<file path="config.mk">
export PLATFORM = sky130hd
export DESIGN_NAME = match_sequencer_flat
export DESIGN_NICKNAME = d
export VERILOG_FILES = /design/src/rtl/match_sequencer_if.sv /design/src/rtl/match_sequencer.sv /design/src/flat_wrapper.sv
export SDC_FILE = /design/constraint.sdc
export NUM_CORES = 1
export LEC_CHECK = 0
export ABC_AREA = 1
export ABC_CLOCK_PERIOD_IN_PS = 2700
export BUFFER_PORTS_ARGS = -buffer_cell sky130_fd_sc_hd__buf_2
export CORE_MARGIN = 4
export CORE_UTILIZATION = 40
export DETAILED_ROUTE_END_ITERATION = 7
export MAX_ROUTING_LAYER = met4
export PLACE_DENSITY_LB_ADDON = 0.08
export SKIP_CTS_REPAIR_TIMING = 1
export SYNTH_ARGS = -nofsm -noshare
export SYNTH_HDL_FRONTEND = slang
export SYNTH_SLANG_ARGS = --single-unit
</file>
<file path="constraint.sdc">
create_clock -name clk -period 2.7 [get_ports clk]
set_clock_uncertainty 0.1 [all_clocks]
set_input_delay 0.27 -clock clk [delete_from_list [all_inputs] [get_ports clk]]
set_output_delay 0.27 -clock clk [all_outputs]
set_load 0.05 [all_outputs]
</file>
<file path="src/rtl/match_sequencer_if.sv">
// Bundle of the match sequencer's pulse/level inputs and its status outputs.
// Ports: tick_1hz/start/miss1/miss2 in; state/stop/ball_reset/serve_dir/scores/time/winner out.
// master = stimulus side, slave = sequencer side.
interface match_sequencer_if;
  logic       tick_1hz;
  logic       start;
  logic       miss1;
  logic       miss2;
  logic [1:0] state;
  logic       stop;
  logic       ball_reset;
  logic       serve_dir;
  logic [2:0] score1;
  logic [2:0] score2;
  logic [3:0] min;
  logic [3:0] sec_tens;
  logic [3:0] sec_ones;
  logic [1:0] winner;

  modport master (
    output tick_1hz, start, miss1, miss2,
    input  state, stop, ball_reset, serve_dir, score1, score2,
           min, sec_tens, sec_ones, winner
  );

  modport slave (
    input  tick_1hz, start, miss1, miss2,
    output state, stop, ball_reset, serve_dir, score1, score2,
           min, sec_tens, sec_ones, winner
  );
endinterface

</file>
<file path="src/rtl/match_sequencer.sv">
// Match control for a two-player ball game: IDLE -> SERVE -> PLAY -> OVER, scores and BCD clock.
// Ports: clk, rst (async, active-high), bus (slave modport of match_sequencer_if).
// Outputs update one clk after the causing input; stop is decoded from the state register.
module match_sequencer #(
  parameter int MATCH_MIN   = 3,
  parameter int SERVE_TICKS = 2,
  parameter int WIN_SCORE   = 7
) (
  input  logic              clk,
  input  logic              rst,
  match_sequencer_if.slave  bus
);

  typedef enum logic [1:0] {
    IDLE  = 2'd0,
    PLAY  = 2'd1,
    SERVE = 2'd2,
    OVER  = 2'd3
  } state_t;

  localparam logic [3:0] MIN_INIT   = 4'(MATCH_MIN);
  localparam logic [3:0] SERVE_INIT = 4'(SERVE_TICKS);
  localparam logic [2:0] WIN        = 3'(WIN_SCORE);

  state_t     state_q, state_n;
  logic       start_q, start_arm_q;
  logic [2:0] s1_q, s1_n, s2_q, s2_n;
  logic [3:0] min_q, min_n, tens_q, tens_n, ones_q, ones_n;
  logic [3:0] cnt_q, cnt_n;
  logic       sd_q, sd_n;
  logic       br_q, br_n;
  logic [1:0] win_q, win_n;
  logic [3:0] dec_min, dec_tens, dec_ones;
  logic       scored;
  logic       start_edge;

  // start_arm_q stays low after reset until start is seen low, so a button
  // held through reset release cannot masquerade as a fresh press.
  assign start_edge = bus.start & ~start_q & start_arm_q;

  // One-second BCD decrement of the match clock, floored at 0:00.
  always_comb begin
    dec_min  = min_q;
    dec_tens = tens_q;
    dec_ones = ones_q;
    if (ones_q != 4'd0) begin
      dec_ones = ones_q - 4'd1;
    end else if (tens_q != 4'd0) begin
      dec_ones = 4'd9;
      dec_tens = tens_q - 4'd1;
    end else if (min_q != 4'd0) begin
      dec_ones = 4'd9;
      dec_tens = 4'd5;
      dec_min  = min_q - 4'd1;
    end
  end

  always_comb begin
    state_n = state_q;
    s1_n    = s1_q;
    s2_n    = s2_q;
    min_n   = min_q;
    tens_n  = tens_q;
    ones_n  = ones_q;
    cnt_n   = cnt_q;
    sd_n    = sd_q;
    br_n    = 1'b0;
    win_n   = 2'd0;
    scored  = 1'b0;
    case (state_q)
      IDLE: begin
        s1_n   = 3'd0;
        s2_n   = 3'd0;
        min_n  = MIN_INIT;
        tens_n = 4'd0;
        ones_n = 4'd0;
        if (start_edge) begin
          state_n = SERVE;
          br_n    = 1'b1;
          cnt_n   = SERVE_INIT;
        end
      end
      SERVE: begin
        if (bus.tick_1hz && cnt_q != 4'd0) cnt_n = cnt_q - 4'd1;
        if (start_edge && cnt_q == 4'd0) state_n = PLAY;
      end
      PLAY: begin
        if (bus.tick_1hz) begin
          min_n  = dec_min;
          tens_n = dec_tens;
          ones_n = dec_ones;
        end
        // miss1 has priority; a simultaneous miss2 is dropped.
        if (bus.miss1) begin
          s2_n   = (s2_q == 3'd7) ? 3'd7 : s2_q + 3'd1;
          sd_n   = 1'b0;
          scored = 1'b1;
        end else if (bus.miss2) begin
          s1_n   = (s1_q == 3'd7) ? 3'd7 : s1_q + 3'd1;
          sd_n   = 1'b1;
          scored = 1'b1;
        end
        // Match end beats the re-serve; the final point is already counted.
        if (s1_n == WIN || s2_n == WIN ||
            (min_n == 4'd0 && tens_n == 4'd0 && ones_n == 4'd0)) begin
          state_n = OVER;
        end else if (scored) begin
          state_n = SERVE;
          br_n    = 1'b1;
          cnt_n   = SERVE_INIT;
        end
      end
      OVER: begin
        if (start_edge) begin
          state_n = IDLE;
          s1_n    = 3'd0;
          s2_n    = 3'd0;
          min_n   = MIN_INIT;
          tens_n  = 4'd0;
          ones_n  = 4'd0;
        end
      end
      default: state_n = IDLE;
    endcase
    if (state_n == OVER) begin
      if (s1_n > s2_n)      win_n = 2'd1;
      else if (s2_n > s1_n) win_n = 2'd2;
      else                  win_n = 2'd3;
    end
  end

  always_ff @(posedge clk or posedge rst) begin
    if (rst) begin
      state_q     <= IDLE;
      start_q     <= 1'b0;
      start_arm_q <= 1'b0;
      s1_q        <= 3'd0;
      s2_q        <= 3'd0;
      min_q       <= MIN_INIT;
      tens_q      <= 4'd0;
      ones_q      <= 4'd0;
      cnt_q       <= 4'd0;
      sd_q        <= 1'b0;
      br_q        <= 1'b0;
      win_q       <= 2'd0;
    end else begin
      state_q     <= state_n;
      start_q     <= bus.start;
      start_arm_q <= start_arm_q | ~bus.start;
      s1_q        <= s1_n;
      s2_q        <= s2_n;
      min_q       <= min_n;
      tens_q      <= tens_n;
      ones_q      <= ones_n;
      cnt_q       <= cnt_n;
      sd_q        <= sd_n;
      br_q        <= br_n;
      win_q       <= win_n;
    end
  end

  assign bus.state      = state_q;
  assign bus.stop       = (state_q != PLAY);
  assign bus.ball_reset = br_q;
  assign bus.serve_dir  = sd_q;
  assign bus.score1     = s1_q;
  assign bus.score2     = s2_q;
  assign bus.min        = min_q;
  assign bus.sec_tens   = tens_q;
  assign bus.sec_ones   = ones_q;
  assign bus.winner     = win_q;

endmodule

</file>
<file path="src/flat_wrapper.sv">
// flat-port wrapper written by rule: the top's interface ports become plain ports
module match_sequencer_flat 
#(
  parameter int MATCH_MIN   = 3,
  parameter int SERVE_TICKS = 2,
  parameter int WIN_SCORE   = 7
)
  (clk, rst, bus_tick_1hz, bus_start, bus_miss1, bus_miss2, bus_state, bus_stop, bus_ball_reset, bus_serve_dir, bus_score1, bus_score2, bus_min, bus_sec_tens, bus_sec_ones, bus_winner);
  match_sequencer_if bus_i ();
  input  logic clk;
  input  logic rst;
  input wire logic [$bits(bus_i.tick_1hz)-1:0] bus_tick_1hz;
  input wire logic [$bits(bus_i.start)-1:0] bus_start;
  input wire logic [$bits(bus_i.miss1)-1:0] bus_miss1;
  input wire logic [$bits(bus_i.miss2)-1:0] bus_miss2;
  output wire logic [$bits(bus_i.state)-1:0] bus_state;
  output wire logic [$bits(bus_i.stop)-1:0] bus_stop;
  output wire logic [$bits(bus_i.ball_reset)-1:0] bus_ball_reset;
  output wire logic [$bits(bus_i.serve_dir)-1:0] bus_serve_dir;
  output wire logic [$bits(bus_i.score1)-1:0] bus_score1;
  output wire logic [$bits(bus_i.score2)-1:0] bus_score2;
  output wire logic [$bits(bus_i.min)-1:0] bus_min;
  output wire logic [$bits(bus_i.sec_tens)-1:0] bus_sec_tens;
  output wire logic [$bits(bus_i.sec_ones)-1:0] bus_sec_ones;
  output wire logic [$bits(bus_i.winner)-1:0] bus_winner;
  assign bus_i.tick_1hz = bus_tick_1hz;
  assign bus_i.start = bus_start;
  assign bus_i.miss1 = bus_miss1;
  assign bus_i.miss2 = bus_miss2;
  assign bus_state = bus_i.state;
  assign bus_stop = bus_i.stop;
  assign bus_ball_reset = bus_i.ball_reset;
  assign bus_serve_dir = bus_i.serve_dir;
  assign bus_score1 = bus_i.score1;
  assign bus_score2 = bus_i.score2;
  assign bus_min = bus_i.min;
  assign bus_sec_tens = bus_i.sec_tens;
  assign bus_sec_ones = bus_i.sec_ones;
  assign bus_winner = bus_i.winner;
  match_sequencer #(.MATCH_MIN(MATCH_MIN), .SERVE_TICKS(SERVE_TICKS), .WIN_SCORE(WIN_SCORE)) u_core (.clk(clk), .rst(rst), .bus(bus_i));
endmodule
</file>
== Yosys cells after proc, flatten, opt, wreduce, memory -nomap -nowiden ==
Cells that the tools add are included.

* Reductions and logical operators: 21
* Bitwise logic cells: 5
* Shift-type cells: 0
* Divide/modulo/power cells: 0
* Order comparisons: 2
* $add $sub $neg: 6
* Multiplexer cells: 54
* Equal/unequal tests: 14
* Multiply operators: 0

{| class="wikitable"
|+ Operator list
! kind !! count
|-
| two-way mux 4 bit || 21
|-
| case mux 4 bit (3 select lines) || 4
|-
| two-way mux 3 bit || 9
|-
| case mux 3 bit (3 select lines) || 2
|-
| zero test 4 bit || 4
|-
| nonzero test 4 bit || 4
|-
| subtractor 4 x 1 -> 4 bit, second input constant || 4
|-
| two-way mux 2 bit || 7
|-
| equality test 3 bit, second input constant || 4
|-
| != test 2 x 1 -> 1 bit, second input constant || 5
|-
| two-way mux 1 bit || 9
|-
| case mux 2 bit (4 select lines) || 1
|-
| adder 3 x 1 -> 3 bit, second input constant || 2
|-
| equality test 2 bit, second input constant || 3
|-
| greater-than comparator 3 bit || 2
|-
| nonzero test 3 bit || 2
|-
| AND reduction 5 bit || 1
|-
| logical AND 1 bit || 4
|-
| AND reduction 2 bit || 2
|-
| bitwise AND 1 bit || 2
|-
| equality test 2 x 1 -> 1 bit, second input constant || 1
|-
| zero test 2 bit || 1
|-
| logical OR 1 bit || 2
|-
| != test 2 bit, second input constant || 1
|-
| other kinds (4) || 5
|}

* Memories kept: 0
* ROM bits: 0
* Output and inout bits: 25
* Bits in latches: 0
* Logic and storage cells: 114
* Register bits after elaboration: 30
* Bits in writable memories: 0

== Logic depth before layout (Yosys ltp) ==
Gate-level depths: netlist of run 1.

* Word-level depth: 14
* Mapped depth: 17
* Mapped depth without buffers: 17

== Worst setup path before layout of run 1 ==
Ideal clock, no wire load.

* Path type: register -> register
* From: register u_core.state_q[0], in the netlist u_core.bus.state[0]
* To: register u_core.win_q[1], in the netlist u_core.bus.winner[1]
* Cell stages (with the launch flop): 12
* Setup slack: 92 ps
* Arrival time: 2,437 ps
* Required time: 2,529 ps
* Library setup time: 71 ps
* Path through: dfrtp_1 > inv_1 > nor2_1 > clkinv_1 > a21oi_1 > inv_1 > ha_1 > nand2_1 > nor2_1 > a211oi_1 > a31oi_1 > nor2_1

* Longest elaborated chain between the ends: 5
* Elaborated cells between the ends (all ways): 16
* Classes of those cells: order compare (1); eq/ne (4); mux (10); reduce/logical (1)

{| class="wikitable"
|+ Ends and longest elaborated chain
! item !! RTL line !! RTL
|-
| start, declared || match_sequencer.sv:25 || <nowiki>state_t state_q, state_n;</nowiki>
|-
| start signal, assigned || match_sequencer.sv:147 || <nowiki>state_q <= state_n;</nowiki>
|-
| equality test 2 bit, or another cell as far along || match_sequencer.sv:70 || <nowiki>case (state_q)</nowiki>
|-
| case mux 3 bit (3 select lines) (*) || match_sequencer.sv:70 ||
|-
| via u_core.s2_n[2] || match_sequencer.sv:27 || <nowiki>logic [2:0] s1_q, s1_n, s2_q, s2_n;</nowiki>
|-
| greater-than comparator 3 bit (*) || match_sequencer.sv:126 || <nowiki>if (s1_n > s2_n) win_n = 2'd1;</nowiki>
|-
| two-way mux 2 bit (*) || match_sequencer.sv:126 ||
|-
| two-way mux 2 bit (*) || match_sequencer.sv:125 || <nowiki>if (state_n == OVER) begin</nowiki>
|-
| via u_core.win_n[1] || match_sequencer.sv:32 || <nowiki>logic [1:0] win_q, win_n;</nowiki>
|-
| end signal, assigned || match_sequencer.sv:158 || <nowiki>win_q <= win_n;</nowiki>
|-
| end, declared || match_sequencer.sv:32 ||
|}

The timed path passes the listed nets; every way through them passes the cells marked *.
A chain may end at the register's enable or synchronous reset.

== Worst setup path in the final report of run 1 ==
* From: register u_core.state_q[1], in the netlist u_core.bus.state[1]
* To: register u_core.win_q[1], in the netlist u_core.bus.winner[1]

The elaborated chain is that of the path after synthesis.

==> results of run 1 <==
## cell usage after synthesis (all sizes together), types with 2 or more instances
| master | instances |
|---|---|
| a211oi | 2 |
| a21oi | 6 |
| a31oi | 2 |
| clkbuf | 2 |
| dfrtp | 28 |
| dfstp | 2 |
| ha | 10 |
| inv | 37 |
| nand2 | 65 |
| nand3 | 22 |
| nand4 | 6 |
| nor2 | 29 |
| nor3 | 5 |
| o21ai | 14 |
| o22ai | 11 |
| xnor2 | 2 |
## worst max-delay path, stage by stage, from the launching register on
cell	delay (ns)
dfrtp_1	0.44
inv_1	0.08
nor2_1	0.24
nor2_1	0.11
inv_1	0.14
nand2_1	0.07
a21oi_1	0.18
inv_1	0.06
ha_1	0.32
nand2_1	0.08
nor2_1	0.04
a211oi_1	0.24
a31oi_1	0.08
nor2_1	0.10
## registers in the layout, summed over array words and instances (netlist names)
register	flops
u_core.bus.state	2
u_core.bus.sec_ones	4
u_core.bus.sec_tens	4
u_core.bus.winner	2
u_core.bus.min	4
u_core.bus.ball_reset	1
u_core.start_arm_q	1
u_core.start_q	1
u_core.bus.score1	3
u_core.bus.score2	3
u_core.bus.serve_dir	1
u_core.cnt_q	4
## power groups by stage
stage | clock network [W] | logic [W] | registers (W)
after floorplan | 0 | 0.000958 | 0.00105
after detailed placement | 0 | 0.00164 | 0.000709
final | 0.000367 | 0.00164 | 0.000702
after global placement | 0 | 0.00166 | 0.000711
after CTS | 0.000386 | 0.00165 | 0.000703
after global routing | 0.000406 | 0.00184 | 0.000723
## routing by layer
metal  track usage (%)  up-vias
li1                  -      909
met1              19.6      803
met3              3.75        6
met4              5.25        0
met5                 -        -
met2              25.0       34
## layout make-up
cell class,instances,area (um2),area share [%]
clock buffers,7,86.3,3.89
clock inverters,1,5.00,0.226
inverters,38,143,6.43
multi-input cells,181,975,44.0
flip-flops and latches,30,753,34.0
well taps,52,65.1,2.93
repair buffers,35,190,8.58
## path summary, 6_finish.rpt
kind                            depth (start not counted)                            endpoint  slack (ns)
worst max-delay path                                   13      u_core.bus.winner[1]$_DFF_PP0_        0.38
worst min-delay path                                    1            u_core.start_q$_DFF_PP0_        0.03
worst max register to register                         13      u_core.bus.winner[1]$_DFF_PP0_        0.38
worst min register to register                          2        u_core.start_arm_q$_DFF_PP0_        0.36
max in group asynchronous                               4       u_core.bus.min[1]$_DFFE_PP1P_        1.67
min in group asynchronous                               4  u_core.bus.sec_ones[1]$_DFFE_PP0P_        0.50
## cell families after synthesis
group	count (synthesis)	synth area share (%)
simple gates	129	31.6
buf+inv	41	8.36
compound gates	39	12.1
flops	30	39.9
fa+ha+maj	10	6.64
xor+xnor	3	1.39
## stage by stage
step | hold slack, ns | setup slack, ns | instance area [um2]
after floorplan | 0.201 | 0.0919 | 1890
after global placement | 0.272 | 0.384 | 2120
after detailed placement | 0.271 | 0.346 | 2120
after CTS | -0.0377 | 0.327 | 2210
after global routing | 0.0110 | 0.0375 | 2220
final | 0.0266 | 0.376 | 2220
==> impl_metrics.ini, run 1 <==
[route]
dr.max_layer_used = met4
post_drt_via_cell_ratio = 5.09
route.met3.wl_um = 170
drc = 0
drt_iter0_drc = 64
wl_met2_mm = 1.99
vias = 1752
wirelength_mm = 4.19
ant_nets = 0
m1WireLength_mm = 1.97
wl_per_cell_um = 12.2
first_pass_iters = 4

[cells_and_area]
n_fill_cell = 468
antenna_cells = 0
final_core_util_pct = 49.9
drive_gt1_share_pct = 19.2
fin_cells = 344
final_common_cell = nand2_1
fin_nets = 307
syn2layout_area_growth_pct = 17.6
final_cell_mix = nand2_1 (63), inv_1 (33), buf_2 (30)

[yosys]
ys_warn_count = 0
syn_area_mm2 = 0.00189
synth.net_count = 268
avgSynthCellArea_um2 = 7.48
synth_cell_types = 34
synth_top_cell_by_area = dfrtp_1
seq_area_frac_synth_pct = 39.9
synth_top_flop_cell = dfrtp_1
synthCells = 252
ys_async_sr_fraction_pct = 100
ys_seq_elements = 30
yosysTopAreaCellShare_pct = 37.2
yosys-top-cells-area = dfrtp_1 (37%), nand2_1 (13%), ha_1 (6.6%), inv_1 (6.6%), nor2_1 (5.2%)
synth_edf_count = 0

[place]
gp_congestion = 0.842
dp_cells = 335
place_hpwl_mm = 3.17
port_buffers = 30

[outcome]
status = completed

[global_route]
grt_pass1_wl_mm = 7.35
track_usage_pct = 15.7
grt-ovfl-total = 0
grt_start_max_net_pins = 31
grt_pass1_vias = 1595
antenna_found_initial = 0

[floorplan]
chipWidth_um = 76.7
num_rows = 24
dieArea_mm2 = 0.00588
fp.dieH_um = 76.7
ioPinCount = 31
core-area_mm2 = 0.00444
floorplan.initialDensity_pct = 42.4

[timing]
max_freq_mhz = 430
tightest_slew_ns = 0.419
post-route-period-util_pct = 86.1
rsz0062_at_grt = no
final-setup-viol-count = 0
slew_headroom_pct = 72.1
finalSetupTns_ns = 0
hold_viol = 0
fin_crit_ns = 2.32
maxSlewViolCount = 0

[setup_path]
cp_max_fo = 6
required_ns = 2.81
setup.worst_path.end_class = flip-flop
worstSetupStartpoint = u_core.bus.state[1]$_DFF_PP0_
critPathKind = reg -> reg
reg2reg_from = u_core.bus.state[1]$_DFF_PP0_
crit_arrival_ns = 2.44
critPathLaunchType = flip-flop

[worst_hold_path]
hold_start = bus_start
hold_class = in -> reg

[power]
power_leakage_nw = 1.23
seq_power_share_pct = 25.9
ir_drop_uv = 582
switching_share_pct = 52.3
power_w = 0.00271
p_switching_w = 0.00142
clockPowerShare_pct = 13.5
intPower_w = 0.00129
p_per_area_mw_per_mm2 = 1220
combPwrFrac_pct = 60.5

[clock_network]
cts_tree = yes
clockBufferDepth = 2
clock_latency_ns = 0.28
cts_buffers = 5
cts_root_buf = clkbuf_8
cts.sinks = 30
htreeDepth = 2
clkTransAtPathRegs_ns = 0.06

[run]
cap_violations = 0
Note: power is estimated with default switching activity, not from simulation.
==> run 2, diff against run 1 <==
Settings changed: CORE_ASPECT_RATIO from default to 0.5.
==> run 2 against run 1 <==
Against the previous run:
- the run now ends with hold timing left
- first-iteration DRC count down 3.1%
- global-route usage up 0.18 points
- count of clock-buffer cells in the layout up 1
- cell area down 0.23%
- fmax down 1.9%
- register-to-register slack worse by 0.05 ns
- non-clock buffer count down 1
- critical path depth down 1
- via count up 2.5%
- critical path type unchanged
- largest cell class unchanged
- largest power group unchanged
- highest routed layer unchanged
==> impl_metrics.ini, run 2 (synthesized netlist as in run 1, its figures left out) <==
[setup_path]
reg2reg_from = u_core.bus.state[1]$_DFF_PP0_
setup.worst_path.end_class = flip-flop
reg2reg_to = u_core.bus.winner[1]$_DFF_PP0_
ff2ff_path_depth = 12
crit_arrival_ns = 2.48
critPathKind = reg -> reg
critPathLaunchType = flip-flop
required_ns = 2.81
r2r_slack_ns = 0.33
cp_max_fo = 6

[clock_network]
htreeDepth = 2
cts_tree = yes
clock_latency_ns = 0.28
cts_root_buf = clkbuf_8
cts_buffers = 5
clockBufferDepth = 2
clkTransAtPathRegs_ns = 0.07
cts.sinks = 30

[worst_hold_path]
hold_class = in -> async

[timing]
worst_slack_ns = 0.330
rsz0062_at_grt = no
maxSlewViolCount = 0
finalSetupTns_ns = 0
final-setup-viol-count = 0
holdWs_ns = -0.0438
tightest_slew_ns = 0.444
post-route-period-util_pct = 87.8
hold_viol = 28
slew_headroom_pct = 70.4
max_freq_mhz = 422
fin_crit_ns = 2.37

[outcome]
status = finished with violations
violations = hold timing

[route]
wl_per_cell_um = 12.7
first_pass_iters = 4
ant_nets = 0
drt_iter0_drc = 62
vias = 1796
wirelength_mm = 4.43
drc = 0
post_drt_via_cell_ratio = 5.16

[power]
p_per_area_mw_per_mm2 = 1240
switching_share_pct = 52.7
clockPowerShare_pct = 13.9
seq_power_share_pct = 25.6
intPower_w = 0.00129
power_leakage_nw = 1.22
p_switching_w = 0.00144
ir_drop_uv = 389
combPwrFrac_pct = 60.5

[global_route]
gr-usage-met2_pct = 24.0
grt_start_max_net_pins = 31
grt_pass1_wl_mm = 7.47
antenna_found_initial = 0
grt_pass1_vias = 1669
met3_usage_pct = 4.02
use_met1_pct = 21.9
track_usage_pct = 15.8
top_usage_layer = met2
grt-ovfl-total = 0

[cells_and_area]
antenna_cells = 0
postLayoutCellArea_mm2 = 0.00221
final_common_cell = nand2_1
final_cell_mix = nand2_1 (63), inv_1 (33), buf_2 (30)
fin_nets = 306
drive_gt1_share_pct = 18.9
syn2layout_area_growth_pct = 17.3

[floorplan]
chipWidth_um = 105
dieArea_mm2 = 0.00594
core-area_mm2 = 0.00447
fp.dieH_um = 56.6
num_rows = 17
ioPinCount = 31
floorplan.initialDensity_pct = 42.2

[place]
dpl-instance-area_mm2 = 0.00212
port_buffers = 30
pre_cts_ws_ns = 0.334
gp_congestion = 0.798
place_hpwl_mm = 3.33

[run]
cap_violations = 0
[run 2: cell type report]
type | instances | area [um2]
repair buffers | 34 | 180
well taps | 57 | 71.3
fillers | 455 | 2250
inverters | 38 | 143
flip-flops and latches | 30 | 753
multi-input cells | 181 | 975
clock buffers | 8 | 90.1
[run 2: worst max-delay path by stage]
stage | end | from | slack [ns]
after detailed placement | u_core.bus.winner[1]$_DFF_PP0_ | u_core.bus.state[1]$_DFF_PP0_ | 0.33
final | u_core.bus.winner[1]$_DFF_PP0_ | u_core.bus.state[1]$_DFF_PP0_ | 0.33
after CTS | u_core.bus.winner[1]$_DFF_PP0_ | u_core.bus.state[1]$_DFF_PP0_ | 0.32
after global placement | u_core.bus.winner[1]$_DFF_PP0_ | u_core.bus.state[1]$_DFF_PP0_ | 0.33
after floorplan | u_core.bus.winner[1]$_DFF_PP0_ | u_core.bus.state[0]$_DFF_PP0_ | 0.09
after global routing | u_core.bus.winner[1]$_DFF_PP0_ | u_core.bus.state[1]$_DFF_PP0_ | 0.08
[run 2: power groups by stage]
stage	logic [W]	clock network, W	registers (W)
global placement	0.00165	0	0.000706
global route	0.00185	0.000412	0.000723
finish	0.00166	0.000380	0.000702
floorplan	0.000958	0	0.00105
CTS	0.00167	0.000392	0.000703
detailed placement	0.00167	0	0.000707
[run 2: routing by layer]
layer | vias to the layer above | part of all wire (%)
met1 | 847 | 50
met4 | 0 | 0.090
li1 | 907 | -
met2 | 40 | 44
met5 | - | 0
met3 | 2 | 5.5
[run 2: critical path: stages (launching register included)]
cell and delay (ns):
dfrtp_1 0.43, inv_1 0.07, nor2_1 0.23, nor2_1 0.12
inv_1 0.15, nand2_1 0.06, a21boi_0 0.26, ha_1 0.32
nand2_1 0.08, nor2_1 0.04, a211oi_1 0.25, a31oi_1 0.08
nor2_1 0.10
[run 2: metrics by stage]
stage / total power, W / std cells / utilization (%)
floorplan: 0.00201 / 252 / -
global placement: 0.00236 / 340 / 47.5
detailed placement: 0.00237 / 340 / 47.5
CTS: 0.00277 / 348 / 49.5
global route: 0.00298 / 348 / 49.5
finish: 0.00274 / 348 / 49.5
